[config.mk]
export PLATFORM = sky130hd
export DESIGN_NAME = mul_ctrl_flat
export DESIGN_NICKNAME = d
export VERILOG_FILES = /design/src/rtl/mul_ctrl_if.sv /design/src/rtl/mul_ctrl.sv /design/src/flat_wrapper.sv
export SDC_FILE = /design/constraint.sdc
export NUM_CORES = 1
export LEC_CHECK = 0
export BUFFER_PORTS_ARGS = -buffer_cell sky130_fd_sc_hd__buf_2
export CAP_MARGIN = 20
export CORE_UTILIZATION = 25
export DETAILED_ROUTE_END_ITERATION = 12
export HOLD_SLACK_MARGIN = 0.02
export SYNTH_ARGS = -nofsm -noshare
export SYNTH_HDL_FRONTEND = slang
export SYNTH_SLANG_ARGS = --single-unit
[constraint.sdc]
create_clock -name clk -period 3.32 [get_ports clk]
set_clock_uncertainty 0.15 [all_clocks]
set_input_delay 0.166 -clock clk [delete_from_list [all_inputs] [get_ports clk]]
set_output_delay 0.166 -clock clk [all_outputs]
set_load 0.1 [all_outputs]
[src/rtl/mul_ctrl_if.sv]
// rtl/mul_ctrl_if.sv - request/response and ALU signal bundle for the shift-and-add multiplier
//
// Purpose: groups the multiply request/response and the ALU drive/capture
// signals so the controller and its environment connect through one port.
//
// Signals:
//   start          request a multiply (honoured only while ready=1)
//   x, y           4-bit multiplicand / multiplier
//   alu_r, alu_c   ALU result and adder carry-out (combinational, same cycle)
//   alu_op         ALU op code: 3'b010 = A+B, 3'b000 = pass A
//   alu_a, alu_b   ALU operands
//   ready          controller idle
//   done           one-cycle pulse when product becomes valid
//   product        8-bit result, held until the next completed operation
//
// Modports:
//   slave   the multiply controller
//   master  the requester plus ALU side

interface mul_ctrl_if;
    logic       start;
    logic [3:0] x;
    logic [3:0] y;
    logic [3:0] alu_r;
    logic       alu_c;
    logic [2:0] alu_op;
    logic [3:0] alu_a;
    logic [3:0] alu_b;
    logic       ready;
    logic       done;
    logic [7:0] product;

    modport slave (
        input  start, x, y, alu_r, alu_c,
        output alu_op, alu_a, alu_b, ready, done, product
    );

    modport master (
        output start, x, y, alu_r, alu_c,
        input  alu_op, alu_a, alu_b, ready, done, product
    );
endinterface

[src/rtl/mul_ctrl.sv]
// rtl/mul_ctrl.sv - 4x4 unsigned shift-and-add multiplier sequencer driving an external 4-bit ALU
//
// Purpose: accepts x/y on start, then alternates ADD and SHIFT cycles four
// times using the external ALU as its only adder, and presents the 8-bit
// product with a one-cycle done pulse. Latency 9 cycles from the accepting
// edge; one multiply every 10 cycles.
//
// Ports:
//   clk    system clock, rising edge
//   reset  asynchronous, active-high reset
//   bus    mul_ctrl_if.slave (start/x/y in, ALU drive/capture, ready/done/product out)

module mul_ctrl (
    input  logic         clk,
    input  logic         reset,
    mul_ctrl_if.slave    bus
);

    typedef enum logic [1:0] {
        ST_IDLE  = 2'd0,
        ST_ADD   = 2'd1,
        ST_SHIFT = 2'd2,
        ST_DONE  = 2'd3
    } state_t;

    localparam logic [2:0] OP_ADD  = 3'b010;
    localparam logic [2:0] OP_PASS = 3'b000;

    state_t     state_q,   state_d;
    logic [3:0] mc_q,      mc_d;
    logic [3:0] hi_q,      hi_d;
    logic [3:0] lo_q,      lo_d;
    logic       cy_q,      cy_d;
    logic [1:0] cnt_q,     cnt_d;
    logic       ready_q,   ready_d;
    logic       done_q,    done_d;
    logic [7:0] product_q, product_d;
    logic [2:0] alu_op_q,  alu_op_d;
    logic [3:0] alu_a_q,   alu_a_d;
    logic [3:0] alu_b_q,   alu_b_d;

    // Value of {hi,lo} after the shift; also feeds the ALU drive for the next ADD.
    logic [3:0] shift_hi;
    logic [3:0] shift_lo;

    always_comb begin
        state_d   = state_q;
        mc_d      = mc_q;
        hi_d      = hi_q;
        lo_d      = lo_q;
        cy_d      = cy_q;
        cnt_d     = cnt_q;
        ready_d   = 1'b0;
        done_d    = 1'b0;
        product_d = product_q;
        alu_op_d  = OP_PASS;
        alu_a_d   = 4'h0;
        alu_b_d   = 4'h0;
        shift_hi  = {cy_q, hi_q[3:1]};
        shift_lo  = {hi_q[0], lo_q[3:1]};

        // ALU outputs are registered, so the drive for an ADD cycle is
        // computed on the edge that enters it, from the values hi/lo/mc
        // will hold during that cycle.
        case (state_q)
            ST_IDLE: begin
                if (bus.start) begin
                    mc_d     = bus.x;
                    lo_d     = bus.y;
                    hi_d     = 4'h0;
                    cy_d     = 1'b0;
                    cnt_d    = 2'd0;
                    state_d  = ST_ADD;
                    alu_op_d = bus.y[0] ? OP_ADD : OP_PASS;
                    alu_a_d  = 4'h0;
                    alu_b_d  = bus.x;
                end else begin
                    ready_d  = 1'b1;
                end
            end
            ST_ADD: begin
                // A pass cycle returns hi with carry 0, so latching is always safe.
                hi_d    = bus.alu_r;
                cy_d    = bus.alu_c;
                state_d = ST_SHIFT;
            end
            ST_SHIFT: begin
                hi_d  = shift_hi;
                lo_d  = shift_lo;
                cnt_d = cnt_q + 2'd1;
                if (cnt_q == 2'd3) begin
                    state_d   = ST_DONE;
                    done_d    = 1'b1;
                    product_d = {shift_hi, shift_lo};
                end else begin
                    state_d  = ST_ADD;
                    alu_op_d = shift_lo[0] ? OP_ADD : OP_PASS;
                    alu_a_d  = shift_hi;
                    alu_b_d  = mc_q;
                end
            end
            ST_DONE: begin
                state_d = ST_IDLE;
                ready_d = 1'b1;
            end
            default: begin
                state_d = ST_IDLE;
                ready_d = 1'b1;
            end
        endcase
    end

    always_ff @(posedge clk or posedge reset) begin
        if (reset) begin
            state_q   <= ST_IDLE;
            mc_q      <= 4'h0;
            hi_q      <= 4'h0;
            lo_q      <= 4'h0;
            cy_q      <= 1'b0;
            cnt_q     <= 2'd0;
            ready_q   <= 1'b1;
            done_q    <= 1'b0;
            product_q <= 8'h00;
            alu_op_q  <= OP_PASS;
            alu_a_q   <= 4'h0;
            alu_b_q   <= 4'h0;
        end else begin
            state_q   <= state_d;
            mc_q      <= mc_d;
            hi_q      <= hi_d;
            lo_q      <= lo_d;
            cy_q      <= cy_d;
            cnt_q     <= cnt_d;
            ready_q   <= ready_d;
            done_q    <= done_d;
            product_q <= product_d;
            alu_op_q  <= alu_op_d;
            alu_a_q   <= alu_a_d;
            alu_b_q   <= alu_b_d;
        end
    end

    assign bus.ready   = ready_q;
    assign bus.done    = done_q;
    assign bus.product = product_q;
    assign bus.alu_op  = alu_op_q;
    assign bus.alu_a   = alu_a_q;
    assign bus.alu_b   = alu_b_q;

endmodule

[src/flat_wrapper.sv]
// flat-port wrapper written by rule: the top's interface ports become plain ports
module mul_ctrl_flat 
  (clk, reset, bus_start, bus_x, bus_y, bus_alu_r, bus_alu_c, bus_alu_op, bus_alu_a, bus_alu_b, bus_ready, bus_done, bus_product);
  mul_ctrl_if bus_i ();
  input  logic clk;
  input  logic reset;
  input wire logic [$bits(bus_i.start)-1:0] bus_start;
  input wire logic [$bits(bus_i.x)-1:0] bus_x;
  input wire logic [$bits(bus_i.y)-1:0] bus_y;
  input wire logic [$bits(bus_i.alu_r)-1:0] bus_alu_r;
  input wire logic [$bits(bus_i.alu_c)-1:0] bus_alu_c;
  output wire logic [$bits(bus_i.alu_op)-1:0] bus_alu_op;
  output wire logic [$bits(bus_i.alu_a)-1:0] bus_alu_a;
  output wire logic [$bits(bus_i.alu_b)-1:0] bus_alu_b;
  output wire logic [$bits(bus_i.ready)-1:0] bus_ready;
  output wire logic [$bits(bus_i.done)-1:0] bus_done;
  output wire logic [$bits(bus_i.product)-1:0] bus_product;
  assign bus_i.start = bus_start;
  assign bus_i.x = bus_x;
  assign bus_i.y = bus_y;
  assign bus_i.alu_r = bus_alu_r;
  assign bus_i.alu_c = bus_alu_c;
  assign bus_alu_op = bus_i.alu_op;
  assign bus_alu_a = bus_i.alu_a;
  assign bus_alu_b = bus_i.alu_b;
  assign bus_ready = bus_i.ready;
  assign bus_done = bus_i.done;
  assign bus_product = bus_i.product;
  mul_ctrl u_core (.clk(clk), .reset(reset), .bus(bus_i));
endmodule
Yosys cells after proc, flatten, opt, wreduce, memory -nomap -nowiden:

Cells that the tools add are included.

* bits in registers: 38
* output and inout bits: 21

* $add $sub $neg: 1
* equal/unequal tests: 5
* mux-type cells: 25
* reductions and logical operators: 9

Operator list (number)
* 4-bit 2-to-1 mux: 6
* 4-bit case mux with 2 select lines: 2
* 4-bit case mux with 3 select lines: 1
* 2-bit 2-to-1 mux: 5
* 2-bit AND reduction: 5
* 2-bit case mux with 4 select lines: 1
* 2-bit equality test, second input constant: 3
* 3-bit 2-to-1 mux: 2
* 3-bit case mux with 2 select lines: 1
* 1-bit 2-to-1 mux: 4
* 1-bit case mux with 2 select lines: 2
* 2-bit case mux with 2 select lines: 1
* 2-bit nonzero test: 2
* 3-bit nonzero test: 1
* 2-bit by 1-bit adder with 2-bit output, second input constant: 1
* 2-bit by 1-bit equality test with 1-bit output, second input constant: 1
* 2-bit logical NOT: 1
* 2-bit != test, second input constant: 1

Longest topological paths before layout:

* word-level depth: 3
* depth in mapped cells: 7

Worst setup path before layout:

No wires, ideal clock.

* kind: reg2reg
* start point: register u_core.state_q[0]
* end point: register u_core.lo_q[1]
* arrival: 1.309 ns
* setup slack: 1.738 ns
* cell stages (with the launch flop): 8
* path buffers: 2
* period minus slack after synthesis: 1.582 ns
* path through: dfrtp_1 -> inv_1 -> ha_1 -> buf_6 -> nand2b_2 -> buf_6 -> nand2_4 -> o221a_2

* word-level cells in the longest chain between the ends: 3
* elaborated cells on any way between the ends: 6
* those cells by class: 2 x eq/ne; 1 x mux; 3 x reduce/logical

Ends and longest elaborated chain
* from (decl): RTL line mul_ctrl.sv:29 `state_t state_q, state_d;`
* from (signal assigned): RTL line mul_ctrl.sv:128 `state_q <= state_d;`
* 2-bit equality test or 2-bit logical NOT (tied branches): RTL line mul_ctrl.sv:65 `case (state_q)`
* 2-bit nonzero test (no line) or 2-bit != test (tied branches)
* 2-bit AND reduction (no line)
* to (signal assigned): RTL line mul_ctrl.sv:131 `lo_q <= lo_d;`
* to (decl): RTL line mul_ctrl.sv:32 `logic [3:0] lo_q, lo_d;`

Several ways; a longest one is shown, not always the timed one.
A chain may end at the register's enable or synchronous reset.

Worst setup path in the final report:

* start point: register u_core.state_q[0]
* end point: register u_core.product_q[2], in the netlist u_core.bus.product[2]

* word-level cells in the longest chain between the ends: 2

Ends and longest elaborated chain
* 2-bit equality test: RTL line mul_ctrl.sv:65
* 2-bit AND reduction (no line)
* to (signal assigned): RTL line mul_ctrl.sv:136 `product_q <= product_d;`
* to (decl): RTL line mul_ctrl.sv:37 `logic [7:0] product_q, product_d;`

Every way passes these cells.

==> metrics.json <==
{
  "grt": {
    "grt_start_max_net_pins": 30,
    "grt_use_total": 0.105,
    "antenna_found_initial": 0,
    "first_global_vias": 1037,
    "gr-total-overflow": 0,
    "grt_pass1_wl_um": 5030
  },
  "logic_synthesis": {
    "synth_area_sq_mm": 0.00155,
    "netlist.area_leader.share": 0.549,
    "synth.top_cells.by_area": "dfrtp_1, mux2_2, ha_1",
    "synthDominantAreaCellType": "dfrtp_1",
    "postSynthAreaPerCell_sq_um": 13.4,
    "syn-instance-count": 116,
    "synth.distinct_cells": 32,
    "synth-warning-count": 0,
    "synth.yosys.seq_area_share": 0.566,
    "synth_seq_cells": 35
  },
  "route": {
    "drt-wirelength-per-cell_um": 12.8,
    "route.vias.total": 1056,
    "number_of_drc_violations_after_detailed_routing_iteration_0": 47,
    "wl_um": 3070,
    "route.detailed.vias_per_inst": 4.40,
    "detail_route.first_pass.iterations": 4,
    "route.detailed.drc": 0,
    "antenna_violating_nets_post_route": 0
  },
  "place": {
    "port_buffers": 34,
    "placer_congestion": 0.755,
    "detailed_place_hpwl_um": 2140
  },
  "finish": {
    "design.final.nets": 187,
    "antenna-diode-count": 0,
    "final_util": 0.339,
    "synthToLayoutAreaGrowth_pct": 30.2,
    "drive_above_1_share": 0.406,
    "fillCellCount": 628
  },
  "clocking": {
    "tritoncts.num_buffers": 5,
    "clock_tree.root_cell": "clkbuf_8",
    "path_clk_slew_ns": 0.07,
    "post_cts_resized": 0,
    "clkLatencyLatePin_ns": 0.29,
    "cts_htree_levels": 2,
    "numClockSinks": 35,
    "tritoncts": "done",
    "cts.path.max_buffers": 2
  },
  "job": {
    "timing.max_cap.violations": 0
  },
  "die": {
    "die_ar_sq_mm": 0.00652,
    "coreArea_sq_mm": 0.00596,
    "floorplan.initialDensity": 0.260,
    "floorplan.io_pins": 37,
    "chipWidth_um": 80.7,
    "die_height_um": 80.7,
    "rows": 28
  },
  "timing": {
    "timing.fmax_mhz": 509,
    "fin_crit_share": 0.592,
    "report.final.slew_viol_count": 0,
    "hold_viol": 0,
    "setup_repair_after_global_routing_missed_its_margin": "false",
    "finalSetupTns_ns": 0,
    "max_slew.worst_pin.slew_ns": 0.533,
    "finalHoldWorstSlack_ns": 0.0321,
    "max_slew_headroom": 0.645,
    "setup_violations": 0,
    "finalWorstPathRequiredPeriod_ns": 1.97
  },
  "worst_hold_path": {
    "hold_path_class": "input pin to register"
  },
  "critical_path": {
    "timing.setup.critical_path_class": "register to register",
    "required_time_reported_for_the_critical_path_endpoint_ns": 3.35,
    "startpoint_class": "register",
    "crit_path_end_kind": "register",
    "path_max_fanout": 13,
    "timing.critical_path.arrival_ns": 1.99
  },
  "status": {
    "outcome": "complete, no violations"
  }
}
## metrics by stage
| step | instances | cell area, sq um | setup slack [ns] |
|---|---|---|---|
| floorplan | 117 | 1550 | 1.74 |
| global placement | 221 | 1770 | 1.42 |
| detailed placement | 221 | 1770 | 1.34 |
| CTS | 238 | 1980 | 1.36 |
| global route | 240 | 2020 | 1.20 |
| finish | 240 | 2020 | 1.35 |
## timing repair
| action | in CTS | in global routing |
|---|---|---|
| setup buffers | 0 | 0 |
| hold endpoints to repair | 12 | 10 |
| hold buffers | 9 | 1 |
## layout make-up
type / count / area, sq um / share of cell area
Sequential cell: 35 / 877 / 0.435
Multi-Input combinational cell: 71 / 606 / 0.300
Timing Repair Buffer: 46 / 305 / 0.151
Tap cell: 75 / 93.8 / 0.0465
Clock buffer: 6 / 82.6 / 0.0409
Clock inverter: 2 / 35.0 / 0.0174
Inverter: 5 / 18.8 / 0.00930
## kinds of logic after synthesis
| family | count (synthesis) | synth area share |
|---|---|---|
| other | 1 | 0.00242 |
| adder cells (fa/ha/maj) | 7 | 0.0565 |
| flip-flops | 35 | 0.566 |
| multiplexers | 14 | 0.103 |
| AND/OR/NAND/NOR | 26 | 0.108 |
| buffers and inverters | 11 | 0.0460 |
| AO/OA/AOI/OAI | 22 | 0.119 |
## metal layers
| layer | wire length [um] | global-route usage | up-vias |
|---|---|---|---|
| met2 | 1460 | 0.159 | 22 |
| met1 | 1400 | 0.137 | 519 |
| li1 | - | - | 507 |
| met3 | 117 | 0.0202 | 8 |
| met5 | 0 | 0 | - |
| met4 | 97 | 0.0661 | 0 |
## cell usage in the layout, fill, tap and decap left out, types with 3 or more instances in the layout
| cell | n |
|---|---|
| buf_2 | 34 |
| dfrtp_1 | 34 |
| mux2_2 | 12 |
| dlygate4sd3_1 | 10 |
| ha_1 | 7 |
| nor2_1 | 6 |
| clkbuf_8 | 6 |
| inv_1 | 5 |
| nand2b_1 | 4 |
| a22oi_1 | 4 |
| o2bb2ai_1 | 4 |
| and2_1 | 4 |
| a32oi_1 | 3 |
| nand2_1 | 3 |
| o221a_2 | 3 |
## registers in the layout, summed over array words and instances (netlist names), 2 cells and up
register,cells
u_core.bus.product,8
u_core.bus.alu_a,4
u_core.state_q,2
u_core.lo_q,3
u_core.mc_q,4
u_core.cnt_q,2
u_core.bus.alu_b,4
u_core.hi_q,4
## final timing paths
kind                                    from                     to  slack (ns)  cells after the start
min                             bus_alu_r[1]         u_core.hi_q[1]        0.03                      3
min in group asynchronous              reset    u_core.bus.alu_b[2]        0.31                      3
max                        u_core.state_q[0]  u_core.bus.product[2]        1.35                      4
max in group asynchronous              reset       u_core.bus.ready        2.13                      4
min reg2reg                   u_core.mc_q[0]    u_core.bus.alu_b[0]        0.35                      1
max reg2reg                u_core.state_q[0]  u_core.bus.product[2]        1.35                      4
## worst max-delay path: stages, from the launching register on
cell and delay (ns):
dfrtp_1 0.44, inv_1 0.14, ha_1 0.50, nand2_2 0.29
mux2_2 0.34
## cells in the mapped netlist
cell       number
a21oi_1         2
a22oi_1         4
a31oi_1         1
a32o_1          2
a32oi_1         3
and2_1          4
and2b_1         1
buf_4           4
buf_6           2
conb_1          1
dfrtp_1        34
dfstp_2         1
ha_1            7
inv_1           5
mux2_2         12
mux2i_1         1
mux2i_2         1
nand2_1         3
nand2_2         2
nand2_4         1
nand2b_1        4
nand2b_2        1
nand3_1         1
nand3b_1        1
nand3b_2        1
nand3b_4        1
nor2_1          6
o2111ai_1       1
o21ai_0         1
o221a_2         3
o221ai_1        1
o2bb2ai_1       4
Power is not shown: default switching activity piles up to over one toggle a cycle in this logic, so the estimate is an artifact.
